**src/rtl/button_conditioner.sv**
```systemverilog
// Two-channel push-button conditioner: synchronizes, debounces and converts the active-low
// WAIT/START buttons into held levels plus non-overlapping one-cycle press pulses.
module button_conditioner #(
    parameter int unsigned DEBOUNCE_CYCLES = 4
) (
    input  logic clk,
    input  logic rst,
    input  logic button_0,
    input  logic button_1,
    output logic level_0,
    output logic level_1,
    output logic press_0,
    output logic press_1,
    output logic both_held
);

    localparam int unsigned CW = $clog2(DEBOUNCE_CYCLES);
    localparam logic [CW-1:0] CNT_MAX = CW'(DEBOUNCE_CYCLES - 1);

    logic [1:0]    s1;
    logic [1:0]    s2;
    logic [1:0]    level_q;
    logic [1:0]    level_d;
    logic [1:0]    rise;
    logic [CW-1:0] cnt_q [2];
    logic [CW-1:0] cnt_d [2];
    logic          pending;

    // Raw inputs are active-low, so s2 == ~level means the sample agrees with the level.
    always_comb begin
        for (int i = 0; i < 2; i++) begin
            level_d[i] = level_q[i];
            cnt_d[i]   = cnt_q[i];
            if (s2[i] == ~level_q[i]) begin
                cnt_d[i] = '0;
            end else if (cnt_q[i] == CNT_MAX) begin
                level_d[i] = ~level_q[i];
                cnt_d[i]   = '0;
            end else begin
                cnt_d[i] = cnt_q[i] + 1'b1;
            end
        end
        rise = level_d & ~level_q;
    end

    always_ff @(posedge clk) begin
        if (rst) begin
            s1        <= 2'b11;
            s2        <= 2'b11;
            level_q   <= 2'b00;
            cnt_q[0]  <= '0;
            cnt_q[1]  <= '0;
            both_held <= 1'b0;
            press_0   <= 1'b0;
            press_1   <= 1'b0;
            pending   <= 1'b0;
        end else begin
            s1        <= {button_1, button_0};
            s2        <= s1;
            level_q   <= level_d;
            cnt_q[0]  <= cnt_d[0];
            cnt_q[1]  <= cnt_d[1];
            both_held <= level_d[0] & level_d[1];
            press_0   <= rise[0];
            // A START press colliding with a WAIT press is deferred by one cycle.
            press_1   <= (rise[1] & ~rise[0]) | pending;
            pending   <= rise[1] & rise[0];
        end
    end

    assign level_0 = level_q[0];
    assign level_1 = level_q[1];

endmodule

```
**config.mk**
```make
export PLATFORM = sky130hd
export DESIGN_NAME = button_conditioner
export DESIGN_NICKNAME = d
export VERILOG_FILES = /design/src/rtl/button_conditioner.sv
export SDC_FILE = /design/constraint.sdc
export NUM_CORES = 1
export LEC_CHECK = 0
export ABC_AREA = 0
export ABC_CLOCK_PERIOD_IN_PS = 1400
export BUFFER_PORTS_ARGS = -buffer_cell sky130_fd_sc_hd__buf_4
export CAP_MARGIN = 25
export CORE_AREA = 2 2 39 41
export DETAILED_ROUTE_END_ITERATION = 16
export DIE_AREA = 0 0 41 43
export SLEW_MARGIN = 20
export SYNTH_ARGS = -nofsm -noshare
export SYNTH_HDL_FRONTEND = slang
export SYNTH_SLANG_ARGS = --single-unit
```
**constraint.sdc**
```tcl
create_clock -name clk -period 1.4 [get_ports clk]
set_clock_uncertainty 0.1 [all_clocks]
set_input_delay 0.07 -clock clk [delete_from_list [all_inputs] [get_ports clk]]
set_output_delay 0.07 -clock clk [all_outputs]
set_load 0.01 [all_outputs]
```
==> results_dict.tcl, run 1 <==
set metrics [dict create \
    grt_pass1_vias 251 \
    die_area_sq_um 1760 \
    syn-instance-count 40 \
    port_buffers 8 \
    clkTransAtPathRegs_ps 80 \
    io_pins 9 \
    crit_fanout 5 \
    rrSetupSlack_ps 70 \
    slew_headroom_pct 78.3 \
    antenna_found_initial 0 \
    cts_root_buf "clkbuf_4" \
    cts_buffers 3 \
    muxShareOfSynthArea_pct 0 \
    worstHoldStart "s1[0]" \
    clk_latency_ps 280 \
    crit_type "flip-flop to flip-flop" \
    core_sq_um 1380 \
    synth_cell_types 16 \
    ir_worst_vdd_mv 0.604 \
    area_growth_pct 39.6 \
    cp-end-kind "flip-flop" \
    grt_first_pass_wirelength_microns 931 \
    utilization_pct 46.8 \
    synth-adder-area-share_pct 5.39 \
    yosys.area.top_type "dfxtp_1" \
    synth_top_area_share_pct 60.4 \
    drtIter0Drc 5 \
    synth_area_sq_um 464 \
    start_util_pct 33.5 \
    synth-compound-area-share_pct 4.58 \
    p_leak_nw 0.255 \
    grt_max_degree 15 \
    grt_use_total_pct 8.41 \
    finalHoldViolations 0 \
    htree_levels 1 \
    vias_per_cell 4.73 \
    die_h_microns 43 \
    synth_top_family_by_area "simple AND/OR/NAND/NOR gates" \
    outcome "complete, no violations" \
    r2r-start "cnt_q[0][2]" \
    wire_per_inst_microns 10.1 \
    tns_ps 0 \
    startpoint_type "flip-flop" \
    vias 345 \
    reg2regPathDepth 3 \
    drv_slew 0 \
    post_cts_buffers 0 \
    seq_area_frac_synth_pct 60.4 \
    whs_endpoint "s2[0]" \
    min_path_cells 1 \
    r2r_end "press_1" \
    tritoncts "yes" \
    holdWs_ps 313 \
    ant_nets 0 \
    overflow 0 \
    yosysWarnings 0 \
    max_cap_viol_count 0 \
    powerDensity_nw_per_um2 1110 \
    setup_viol 0 \
    finalPower_w 0.000717 \
    drive_gt1_share_pct 38.6 \
    worstPathArrival_ps 1430 \
    cts_num_sinks 14 \
    ys_seq_elements 14 \
    syn-num-nets 46 \
    dpl.hpwl_microns 494 \
    finalCritPeriodShare_pct 95.2 \
    rsz0062_at_grt "no" \
    synth_area_leaders "dfxtp_1 60%, nor4b_1 5.7%, ha_1 5.4%, or2_2 5.4%, nor4_1 4.0%" \
    drcViolationCount 0 \
    clockBufferDepth 2 \
    cp.required_ps 1500 \
    antenna_cells 0 \
    final_nets 64 \
    worst_pin_slew_ps 317 \
    synthSimpleGateAreaFrac_pct 24.3 \
    firstDrtPassIters 2 \
    postSynthAreaPerCell_sq_um 11.6 \
    hold_path.class "flip-flop to flip-flop" \
    period_needed_ps 1330 \
    fmax_mhz 750 \
    wl_microns 740 \
    synth_xor_area_share_pct 3.77 \
    fp-row-count 14 \
    globalplace.congestion 0.656 \
    die_w_microns 41 \
]
## report_power, final
part	total (W)	switching, W	internal [W]
clock	0.000282	0.000124	0.000158
combinational	0.0000265	0.00000969	0.0000168
sequential	0.000409	0.00000383	0.000405
## per-layer routing
layer / GRT usage [%] / share of wire [%]
met3: 3.14 / 5.9
met4: 8.00 / 3.0
met5: 0 / 0
met2: 11.6 / 44
met1: 9.27 / 47
## final cells by class
cell class	count	area, sq um
clock buffer	4	36.3
multi-input combinational	24	195
inverter	1	3.75
timing repair buffer	14	113
fill	127	736
sequential	14	280
tap	16	20.0
## cell usage in the layout, fill, tap and decap left out, types with 2 or more instances in the layout
cell type and n:
dfxtp_1 14, buf_4 11, or2_2 4, nor4b_1 3
clkbuf_4 3, dlygate4sd3_1 3, nand2b_1 2, xor2_1 2
nor4_1 2, nor3_1 2
## how the worst max path moves through the flow
| stage | start | to | slack (ps) |
|---|---|---|---|
| 2_1_floorplan | cnt_q[0][2] | press_1 | 140 |
| 3_3_place_gp | cnt_q[0][2] | pending | 80 |
| 3_5_place_dp | cnt_q[0][2] | pending | 60 |
| 4_1_cts | cnt_q[0][2] | pending | 50 |
| 5_1_grt | cnt_q[0][2] | press_1 | 6 |
| 6_report | cnt_q[0][2] | press_1 | 70 |
## cell families after synthesis
| family | count (synthesis) |
|---|---|
| xor+xnor | 2 |
| buf+inv | 2 |
| simple gates | 17 |
| fa+ha+maj | 2 |
| flops | 14 |
| compound gates | 3 |
## Yosys cell counts
master and number:
dfxtp_1 14, or2_2 4, nor4_1 3, nor4b_1 3
ha_1 2, nand2b_1 2, nor3_1 2, xor2_1 2
a2111oi_0 1, a211oi_1 1, a21oi_1 1, and2_2 1
clkbuf_1 1, inv_1 1, nor2_1 1, or3b_1 1
## sequential cells by signal (all words and copies together), names as in the netlist
signal / count
press_0: 1
cnt_q: 4
both_held: 1
s2: 2
pending: 1
press_1: 1
level_q: 2
s1: 2
## worst max-delay path, stage by stage, from the launching register on
cell and delay (ps):
dfxtp_1 380, ha_4 160, or3b_1 390, a211oi_1 220
## per-stage QoR
step / instance area, sq um / setup slack [ps] / std cells
floorplan: 464 / 139 / 40
global placement: 563 / 82.4 / 66
detailed placement: 563 / 64.6 / 66
CTS: 629 / 46.3 / 73
global route: 648 / 6.36 / 73
finish: 648 / 67.4 / 73
## repair_timing
item / CTS / global route
hold buffers: 3 / 0
resized for setup: 0 / 3
endpoints found under the hold margin: 13 / 0
endpoints found under the setup margin: 0 / 2
Power figures use the tool's default switching activity.
==> run 2, diff against run 1 <==
--- a/config.mk
+++ b/config.mk
@@ -9,9 +9,9 @@
 export ABC_CLOCK_PERIOD_IN_PS = 1400
 export BUFFER_PORTS_ARGS = -buffer_cell sky130_fd_sc_hd__buf_4
 export CAP_MARGIN = 25
-export CORE_AREA = 2 2 39 41
+export CORE_AREA = 3 3 40 42
 export DETAILED_ROUTE_END_ITERATION = 16
-export DIE_AREA = 0 0 41 43
+export DIE_AREA = 0 0 43 45
 export SLEW_MARGIN = 20
 export SYNTH_ARGS = -nofsm -noshare
 export SYNTH_HDL_FRONTEND = slang
==> run 2 against run 1 <==
  * Highest routed layer is now met3
  * Worst hold slack gained 2.6 ps
  * Largest power group unchanged
  * Maximum frequency shrank 1.3%
  * Critical path type unchanged
  * Total power rose by 0.29%
==> results_dict.tcl, run 2 (same netlist as run 1, synthesis figures left out) <==
set metrics [dict create \
    outcome "complete, no violations" \
    dpl.hpwl_microns 566 \
    vias 341 \
    cts_buffers 3 \
    layout_commonest_cell "dfxtp_1" \
    clk_latency_ps 270 \
    largest-register "cnt_q" \
    vias_per_cell 4.80 \
    power.share.clock_pct 39.4 \
    overflow 0 \
    max_cap_viol_count 0 \
    drtIter0Drc 3 \
    largest_reg_flops 4 \
    die_h_microns 45 \
    clkTransAtPathRegs_ps 90 \
    tns_ps 0 \
    drcViolationCount 0 \
    cp.required_ps 1480 \
    swShare_pct 19.4 \
    crit_type "flip-flop to flip-flop" \
    port_buffers 8 \
    cp-end-kind "flip-flop" \
    power.internal_w 0.000580 \
    ir_worst_vdd_mv 0.530 \
    globalplace.congestion 0.626 \
    fp-row-count 13 \
    powerDensity_nw_per_um2 1100 \
    period_needed_ps 1350 \
    cts_root_buf "clkbuf_4" \
    io_pins 9 \
    grt_use_total_pct 9.63 \
    htree_levels 1 \
    grt_max_degree 15 \
    worst_pin_slew_ps 259 \
    crit_fanout 5 \
    grt_first_pass_wirelength_mm 1.35 \
    die_w_microns 43 \
    finalCritPeriodShare_pct 96.5 \
    worstPathArrival_ps 1430 \
    post_cts_buffers 0 \
    cts_num_sinks 14 \
    fmax_mhz 741 \
    layout_common_cells "14 x dfxtp_1, 10 x buf_4, 4 x or2_2" \
    slew_headroom_pct 82.7 \
    grt_pass1_vias 350 \
    holdWs_ps 316 \
    antenna_cells 0 \
    dp.cells 64 \
    wl_microns 888 \
    tritoncts "yes" \
    nFillCells 118 \
    comb_power_share_pct 3.8 \
    p_leak_nw 0.253 \
    rsz0062_at_grt "no" \
    drive_gt1_share_pct 42.9 \
    clockBufferDepth 2 \
    finalHoldViolations 0 \
    final_cells 71 \
    ant_nets 0 \
    drv_slew 0 \
    hold_path.class "flip-flop to flip-flop" \
    setup_viol 0 \
    antenna_found_initial 0 \
    start_util_pct 36.1 \
    core_sq_um 1280 \
    startpoint_type "flip-flop" \
    seq_area_sq_um 280 \
    power.switching_w 0.000140 \
    wire_per_inst_microns 12.5 \
    firstDrtPassIters 3 \
    p_seq_share_pct 56.9 \
    area_growth_pct 40.7 \
    multi_input_area_sq_um 209 \
    final_nets 63 \
    die_area_sq_um 1940 \
]
==> run 2: final cells by class <==
type | instances | share of cell area, %
Clock buffer | 4 | 5.56
Multi-Input combinational cell | 24 | 32.0
Timing Repair Buffer | 13 | 16.1
Inverter | 1 | 0.575
Tap cell | 15 | 2.87
Sequential cell | 14 | 42.9
==> run 2: power by group through the flow <==
stage | Sequential, W | Combinational [W] | Clock (W)
floorplan | 0.000417 | 0.0000113 | 0
global placement | 0.000418 | 0.0000197 | 0
detailed placement | 0.000418 | 0.0000203 | 0
CTS | 0.000408 | 0.0000270 | 0.000292
global route | 0.000410 | 0.0000307 | 0.000304
finish | 0.000409 | 0.0000273 | 0.000283
==> run 2: worst max-delay path, stage by stage (launching register included) <==
cell	delay [ps]
dfxtp_1	380
ha_4	160
or3b_4	380
nor4_1	240
==> run 2: final timing paths <==
check	startpoint	end	slack, ps	depth (start not counted)
min	s1[1]	s2[1]	320	1
min reg2reg	s1[1]	s2[1]	320	1
max	cnt_q[0][2]	pending	50	3
max reg2reg	cnt_q[0][2]	pending	50	3
==> run 2: repair_timing <==
action                                  CTS  global route
hold buffers                              3             0
endpoints found under the setup margin    0             3
gates resized for setup                   0             7
endpoints found under the hold margin    12             0
==> run 2: metal layers <==
| layer | wire length [microns] | GRT usage [%] |
|---|---|---|
| met3 | 32 | 2.39 |
| met4 | 0 | 5.42 |
| met2 | 428 | 17.1 |
| met1 | 427 | 10.5 |
| met5 | 0 | 0 |
==> run 2: through the flow <==
stage               area [sq um]  setup slack (ps)  utilization, %  power, W
CTS                          621              18.9            48.3  0.000728
floorplan                    464               139               -  0.000428
finish                       653              49.6            50.8  0.000719
global route                 653              4.88            50.8  0.000745
detailed placement           554              38.0            43.1  0.000438
global placement             554              68.1            43.1  0.000437
